--- src/rtl/fir_filter_seq.sv ---
// Sequential FIR filter: one shared multiply-accumulate walks the taps per sample,
// then the sum is rounded, saturated and presented as a registered result pulse.
module fir_filter_seq #(
  parameter int DATA_W = 16,
  parameter int COEF_W = 16,
  parameter int TAPS   = 8,
  parameter int FRAC   = 15
) (
  input  logic                      clk,
  input  logic                      rst,
  input  logic signed [DATA_W-1:0]  sample_in,
  input  logic                      sample_valid,
  output logic                      sample_ready,
  input  logic                      coef_wr_en,
  input  logic [$clog2(TAPS)-1:0]   coef_wr_addr,
  input  logic signed [COEF_W-1:0]  coef_wr_data,
  output logic signed [DATA_W-1:0]  y_out,
  output logic                      y_valid,
  output logic                      y_sat
);

  localparam int AW     = $clog2(TAPS);
  localparam int PROD_W = DATA_W + COEF_W;
  localparam int ACC_W  = DATA_W + COEF_W + AW;

  localparam logic [AW-1:0]        LAST_IDX = AW'(TAPS - 1);
  localparam logic signed [ACC_W:0] ROUND_K = (ACC_W + 1)'(1) << (FRAC - 1);
  localparam logic signed [ACC_W:0] SAT_MAX = {{(ACC_W + 2 - DATA_W){1'b0}}, {(DATA_W - 1){1'b1}}};
  localparam logic signed [ACC_W:0] SAT_MIN = {{(ACC_W + 2 - DATA_W){1'b1}}, {(DATA_W - 1){1'b0}}};

  // Addresses at or beyond TAPS are only reachable when TAPS is not a power of two.
  function automatic logic [(1 << AW)-1:0] addr_mask();
    logic [(1 << AW)-1:0] m;
    m = '0;
    for (int i = 0; i < (1 << AW); i++) m[i] = (i < TAPS);
    return m;
  endfunction

  localparam logic [(1 << AW)-1:0] ADDR_OK = addr_mask();

  typedef enum logic [1:0] {S_IDLE, S_MAC, S_DONE} state_t;

  state_t                    state_q, state_d;
  logic signed [DATA_W-1:0]  x_q [TAPS];
  logic signed [DATA_W-1:0]  x_d [TAPS];
  logic signed [COEF_W-1:0]  h_q [TAPS];
  logic signed [COEF_W-1:0]  h_d [TAPS];
  logic signed [ACC_W-1:0]   acc_q, acc_d;
  logic [AW-1:0]             idx_q, idx_d;
  logic signed [DATA_W-1:0]  y_out_q, y_out_d;
  logic                      y_valid_q, y_valid_d;
  logic                      y_sat_q, y_sat_d;

  logic signed [PROD_W-1:0]  prod;
  logic signed [ACC_W:0]     rnd_sum;
  logic signed [ACC_W:0]     rnd_shift;
  logic signed [DATA_W-1:0]  sat_val;
  logic                      clip;

  assign sample_ready = (state_q == S_IDLE);
  assign y_out        = y_out_q;
  assign y_valid      = y_valid_q;
  assign y_sat        = y_sat_q;

  always_comb begin
    prod      = PROD_W'(x_q[idx_q]) * PROD_W'(h_q[idx_q]);
    rnd_sum   = (ACC_W + 1)'(acc_q) + ROUND_K;
    rnd_shift = rnd_sum >>> FRAC;
    clip      = 1'b0;
    sat_val   = rnd_shift[DATA_W-1:0];
    if (rnd_shift > SAT_MAX) begin
      sat_val = SAT_MAX[DATA_W-1:0];
      clip    = 1'b1;
    end else if (rnd_shift < SAT_MIN) begin
      sat_val = SAT_MIN[DATA_W-1:0];
      clip    = 1'b1;
    end
  end

  always_comb begin
    state_d   = state_q;
    x_d       = x_q;
    h_d       = h_q;
    acc_d     = acc_q;
    idx_d     = idx_q;
    y_out_d   = y_out_q;
    y_valid_d = 1'b0;
    y_sat_d   = 1'b0;

    if (state_q == S_IDLE && coef_wr_en && ADDR_OK[coef_wr_addr]) begin
      h_d[coef_wr_addr] = coef_wr_data;
    end

    case (state_q)
      S_IDLE: begin
        if (sample_valid) begin
          x_d[0] = sample_in;
          for (int k = 1; k < TAPS; k++) x_d[k] = x_q[k-1];
          acc_d   = '0;
          idx_d   = '0;
          state_d = S_MAC;
        end
      end
      S_MAC: begin
        acc_d = acc_q + ACC_W'(prod);
        idx_d = idx_q + AW'(1);
        if (idx_q == LAST_IDX) state_d = S_DONE;
      end
      S_DONE: begin
        y_out_d   = sat_val;
        y_valid_d = 1'b1;
        y_sat_d   = clip;
        state_d   = S_IDLE;
      end
      default: state_d = S_IDLE;
    endcase
  end

  always_ff @(posedge clk or negedge rst) begin
    if (!rst) begin
      state_q   <= S_IDLE;
      for (int k = 0; k < TAPS; k++) begin
        x_q[k] <= '0;
        h_q[k] <= '0;
      end
      acc_q     <= '0;
      idx_q     <= '0;
      y_out_q   <= '0;
      y_valid_q <= 1'b0;
      y_sat_q   <= 1'b0;
    end else begin
      state_q   <= state_d;
      x_q       <= x_d;
      h_q       <= h_d;
      acc_q     <= acc_d;
      idx_q     <= idx_d;
      y_out_q   <= y_out_d;
      y_valid_q <= y_valid_d;
      y_sat_q   <= y_sat_d;
    end
  end

endmodule

--- config.mk ---
export PLATFORM = sky130hd
export DESIGN_NAME = fir_filter_seq
export DESIGN_NICKNAME = d
export VERILOG_FILES = /design/src/rtl/fir_filter_seq.sv
export SDC_FILE = /design/constraint.sdc
export NUM_CORES = 1
export LEC_CHECK = 0
export BUFFER_PORTS_ARGS = -buffer_cell sky130_fd_sc_hd__buf_2
export CORE_MARGIN = 4
export CORE_UTILIZATION = 50
export CTS_BUF_LIST = sky130_fd_sc_hd__clkbuf_4
export CTS_CLUSTER_SIZE = 28
export DETAILED_ROUTE_END_ITERATION = 8
export PLACE_DENSITY = 0.66
export SLEW_MARGIN = 20
export SYNTH_ARGS = -nofsm -noshare
export SYNTH_HDL_FRONTEND = slang
export SYNTH_SLANG_ARGS = --single-unit
--- constraint.sdc ---
create_clock -name clk -period 16.8 [get_ports clk]
set_input_delay 0.84 -clock clk [delete_from_list [all_inputs] [get_ports clk]]
set_output_delay 0.84 -clock clk [all_outputs]
set_load 0.02 [all_outputs]
Yosys cells after proc, flatten, opt, wreduce, memory -nomap -nowiden
Memory sizes are Yosys's and may differ from the RTL's.
Index checks and enable logic that the tools add are counted.
{"block": "word_totals", "regBits": 314, "romBits": 8, "in_bits": 39, "output_inout_bits": 19, "word_cells": 71, "n_memories": 1}
{"block": "op_classes", "n_addsub": 3, "multipliers": 1, "n_lt_le_gt_ge": 6, "eq_ne": 5, "muxes": 23, "bitwise": 2, "n_reduce_logical": 8}
{"memory": "(no name shown)", "depth": 8, "width": 1, "rd": 1, "rd_ports_with_merged_regs": 0, "write_ports": 0, "line_no": "90", "source": "if (state_q == S_IDLE && coef_wr_en && ADDR_OK[coef_wr_addr]) begin"}
{"cell": "bitwise mux 128 bit", "n": 1}
{"cell": "2-to-1 mux 16 bit", "n": 7}
{"cell": "binary-select mux 16 bit (select 3 bit)", "n": 2}
{"cell": "one-hot mux 35 bit (2 select lines)", "n": 1}
{"cell": "demux 16 bit (select 3 bit)", "n": 1}
{"cell": "adder 35 x 16 -> 36 bit, second input constant", "n": 1}
{"cell": "adder 35 x 32 -> 35 bit", "n": 1}
{"cell": "2-to-1 mux 35 bit", "n": 1}
{"cell": "multiplier 16 x 16 -> 32 bit", "n": 1}
{"cell": "greater-than comparator 21 x 16 -> 1 bit, second input constant", "n": 1}
{"cell": "less-than comparator 21 x 16 -> 1 bit, second input constant", "n": 1}
{"cell": "greater-or-equal comparator 4 bit, second input constant", "n": 2}
{"cell": "NOT 3 -> 4 bit", "n": 2}
{"cell": "one-hot mux 3 bit (2 select lines)", "n": 1}
{"cell": "AND reduction 2 bit", "n": 3}
{"cell": "2-to-1 mux 1 bit", "n": 5}
{"cell": "less-than comparator 3 x 4 -> 1 bit, second input constant", "n": 1}
{"cell": "less-than comparator 4 x 1 -> 1 bit, second input constant", "n": 1}
{"cell": "2-to-1 mux 2 bit", "n": 2}
{"cell": "!= test 2 bit, second input constant", "n": 2}
{"cell": "one-hot mux 2 bit (2 select lines)", "n": 1}
{"cell": "adder 3 x 1 -> 3 bit, second input constant", "n": 1}
{"cell": "== test 3 bit, second input constant", "n": 1}
{"cell": "logical AND 1 bit", "n": 3}
{"cell": "other kinds (5)", "n": 5}

Depth between registers and ports, before layout
{"block": "depth", "ltp_word": 7, "depth_mapped": 27, "mapped_depth_nobuf": 24}

Worst setup path after synthesis
OpenSTA, ideal clock, no wires.
{"block": "synth_timing", "path_kind": "register -> register", "from": "register idx_q[0]", "to": "register acc_q[27]", "setup_ns": 0.122, "arrival_ns": 7.569, "path_slack_ns": 9.110, "stages_incl_launch_ff": 27, "path_buffers": 4, "cell_sequence": "dfrtp_1 -> buf_2 -> buf_2 -> buf_2 -> mux4_2 -> mux2i_1 -> nor2_1 -> fa_1 -> inv_1 -> fa_1 -> fa_1 -> inv_1 -> fa_1 -> fa_1 -> inv_1 -> fa_1 -> inv_1 -> ha_1 -> buf_2 -> a211oi_1 -> o21bai_1 -> a221o_1 -> a2111oi_4 -> nor3b_1 -> o21a_1 -> or3_1 -> a32o_1"}
{"block": "synth_between", "elab_chain_len": 7, "elab_cells_between_ends": 10, "cone_classes": "1 x add/sub; 1 x mul; 7 x mux; 1 x bitwise"}
{"element": "from (decl)", "line_no": "49", "source": "logic [AW-1:0] idx_q, idx_d;"}
{"element": "from (signal assigned)", "line_no": "136", "source": "idx_q <= idx_d;"}
{"element": "NOT 3 -> 4 bit (not written as such) (*)", "line_no": "66", "source": "prod = PROD_W'(x_q[idx_q]) * PROD_W'(h_q[idx_q]);"}
{"element": "binary-select mux 16 bit (select 3 bit)", "line_no": "66"}
{"element": "2-to-1 mux 16 bit (not written as such) (2 in series)", "line_no": "66"}
{"element": "multiplier 16 x 16 -> 32 bit (*)", "line_no": "66"}
{"element": "adder 35 x 32 -> 35 bit (*)", "line_no": "105", "source": "acc_d = acc_q + ACC_W'(prod);"}
{"element": "one-hot mux 35 bit (2 select lines) (*)", "line_no": "94", "source": "case (state_q)"}
{"element": "to (signal assigned)", "line_no": "126", "source": "acc_q <= '0;"}
{"element": "to (signal assigned)", "line_no": "135", "source": "acc_q <= acc_d;"}
{"element": "to (decl)", "line_no": "48", "source": "logic signed [ACC_W-1:0] acc_q, acc_d;"}
Every way passes the cells marked *; elsewhere a longest branch is shown, timed or not. The select of a mux whose other input is x is not followed.
A chain may end at the register's enable or synchronous reset.

Worst setup path in the final report
Same ends and word-level chain as after synthesis.

==> impl_metrics.json <==
{
  "cp_top_family": "adder cells",
  "finalMaxSlewViolations": 0,
  "syn_to_final_growth_pct": 7.974,
  "max_slew_margin_pct": 21.93,
  "layout_commonest_cell": "nand2_1",
  "grt_overflow": 0,
  "cp_common_cell": "fa_1",
  "core_um2": 50070,
  "ys_ff_latch": 314,
  "ff_latch_area_um2": 7864,
  "cts_tree": "built",
  "multi_input_area_um2": 15730,
  "die_area_um2": 54310,
  "die_height_um": 233.1,
  "cts.sinks": 314,
  "setup_violations": 0,
  "ys_warn_count": 0,
  "synth-edff-count": 0,
  "grt_max_degree": 105,
  "first_pass_iters": 7,
  "fin_nets": 2978,
  "hold_viol": 0,
  "finalCritPeriodShare_pct": 53.49,
  "critPathSlowestCell": "mux2i_1",
  "start_kind": "flip-flop",
  "drive_gt1_share_pct": 17.25,
  "postCtsResizedCells": 0,
  "ys_top_cells_by_area": "dfrtp_1, fa_1, nand2_1, mux2_2, mux4_2",
  "io_pins": 58,
  "yosysSeqAreaShare_pct": 31.03,
  "crit_buf_inv": 5,
  "min-delay-start": "sample_in[10]",
  "worstSkewPairLatency_ns": 0.83,
  "dieWidth_um": 233.1,
  "crit_path_end_kind": "flip-flop",
  "rows": 82,
  "grt_first_pass_wirelength_um": 99340,
  "initial_core_util_pct": 50.58,
  "worstPathMaxFanout": 42,
  "synth_area_leader_cell": "dfrtp_1",
  "syn_inst": 2448,
  "max_clock_freq_mhz": 111.3,
  "ys_types": 48,
  "wl_um": 60180,
  "syn_avg_cell_area_um2": 10.34,
  "clk_pin_slew_worst_paths_ns": 0.07,
  "hpwl_um": 44080,
  "final_cell_mix": "nand2_1, inv_1, dfrtp_1, fa_1, nor2_1",
  "place_congestion": 0.9511,
  "critical_path_required_ns": 17.51,
  "vias": 17390,
  "r2r_start": "idx_q[0]",
  "r2r.worst_path.cells": 23,
  "arrival_ns": 9.70,
  "min_to": "x_q[122]",
  "grt_setup_unrepaired": "false",
  "h-tree-depth": 3,
  "syn_nets": 2904,
  "antenna_left": 0,
  "cts_buffers": 85,
  "final_design_area_no_fill_um2": 27340,
  "drt_iter0_drc": 1124,
  "rr_endpoint": "acc_q[27]",
  "io_buffers": 57,
  "clockRootBuffer": "clkbuf_4",
  "place_area_um2": 26300,
  "synth_top_area_share_pct": 31.03,
  "syn_area_um2": 25320,
  "synthArstFlopShare_pct": 100.0,
  "grt.total_usage_pct": 23.27,
  "hold_depth": 3,
  "drc": 0,
  "worstPathCellList": "buf_4 > mux4_2 > mux2i_1 > nor2_1 > fa_1 > inv_1 > fa_1 > fa_1 > inv_1 > fa_1 > fa_1 > inv_1 > fa_1 > inv_1 > ha_1 > a211oi_1 > o21bai_1 > a221o_1 > a2111oi_4 > nor3b_1 > o21a_1 > or3_1 > a32o_1",
  "fill_cells": 4481,
  "cts_buffer_depth": 3,
  "antenna_found_initial": 4,
  "drv_cap": 0,
  "grt_pass1_vias": 18820,
  "worstHoldPathType": "input port to flip-flop",
  "r2r_slack_ns": 7.81,
  "wl_per_cell_um": 18.51,
  "crit_type": "flip-flop to flip-flop",
  "postCtsSetupBuffers": 0,
  "fin_tns_setup_ns": 0,
  "period_minus_slack_ns": 8.986,
  "holdWs_ns": 0.2255,
  "fin_skew_ns": 0.05491,
  "synth_ff_type": "dfrtp_1",
  "crit_path_max_incr_delay_ns": 0.81,
  "viasPerCell": 5.350,
  "worst_slew_pin_slew_ns": 1.139,
  "status": "finished, final reports clean"
}
==> worst register-to-register path: cells and delay by family, from the launching register on <==
family                     cells  cell delay [ns]
muxes                          2             1.52
AOI/OAI and AO/OA              6             1.64
and+or+nand+nor                3             0.56
buffers and inverters          5             0.98
DFF                            1             0.76
adders and majority gates      7             3.42
==> cells by family (layout without fill, tap and decap cells) <==
logic type,count (synthesis),in the layout,synth area share [%]
flops,314,314,31.03
buf+inv,469,595,6.996
xor+xnor,48,48,1.660
other cells,0,5,0
mux,244,244,13.55
simple gates,792,792,12.52
compound gates,164,164,4.447
fa+ha+maj,417,417,29.79
==> state kept, by name, summed over array words and instances, names as in the netlist <==
signal   cells
h_q        128
x_q        128
acc_q       35
y_out       16
idx_q        3
state_q      2
y_sat        1
y_valid      1
==> cell usage after synthesis (all sizes together), types with 24 or more instances <==
cell type	n
fa	310
o21ai	47
mux4	64
inv	375
clkbuf	77
nor2	153
ha	107
dfrtp	314
nand3	27
a21oi	24
o21a	25
mux2i	29
xnor2	28
nand2	549
mux2	151
==> metrics by stage <==
step	instances	setup slack, ns	utilization, %
2_1_floorplan	2448	9.110	-
3_3_place_gp	3106	7.904	52.51
3_5_place_dp	3106	7.830	52.52
4_1_cts	3246	7.789	54.56
5_1_grt	3247	7.283	54.59
6_report	3251	7.814	54.61
==> repair_timing <==
item,in CTS,in global routing
setup endpoints to repair,0,0
endpoints found under the hold margin,9,0
hold buffers,1,0
==> layout make-up <==
class / count / area share [%]
Timing Repair Buffer: 81 / 1.762
Tap cell: 672 / 3.075
Multi-Input combinational cell: 1665 / 57.52
Inverter: 375 / 5.148
Clock inverter: 19 / 0.3981
Clock buffer: 120 / 3.295
Sequential cell: 314 / 28.76
Antenna cell: 5 / 0.04576
==> how the worst max path moves through the flow <==
stage / from / endpoint / slack (ns) / depth (start not counted)
2_1_floorplan: idx_q[0] / acc_q[27] / 9.11 / 26
3_3_place_gp: idx_q[0] / acc_q[27] / 7.90 / 23
3_5_place_dp: idx_q[0] / acc_q[27] / 7.83 / 23
4_1_cts: idx_q[0] / acc_q[27] / 7.79 / 23
5_1_grt: idx_q[0] / acc_q[27] / 7.28 / 23
6_report: idx_q[0] / acc_q[27] / 7.81 / 23
==> per-layer routing <==
| metal | track usage (%) | vias up | routed length (µm) |
|---|---|---|---|
| li1 | - | 7952 | - |
| met1 | 31.64 | 8861 | 26520 |
| met2 | 37.00 | 473 | 27900 |
| met3 | 5.829 | 101 | 4054 |
| met4 | 7.677 | 6 | 1659 |
| met5 | 0 | - | 46 |
Power is not shown: default switching activity piles up to over one toggle a cycle in this logic, so the estimate is an artifact.
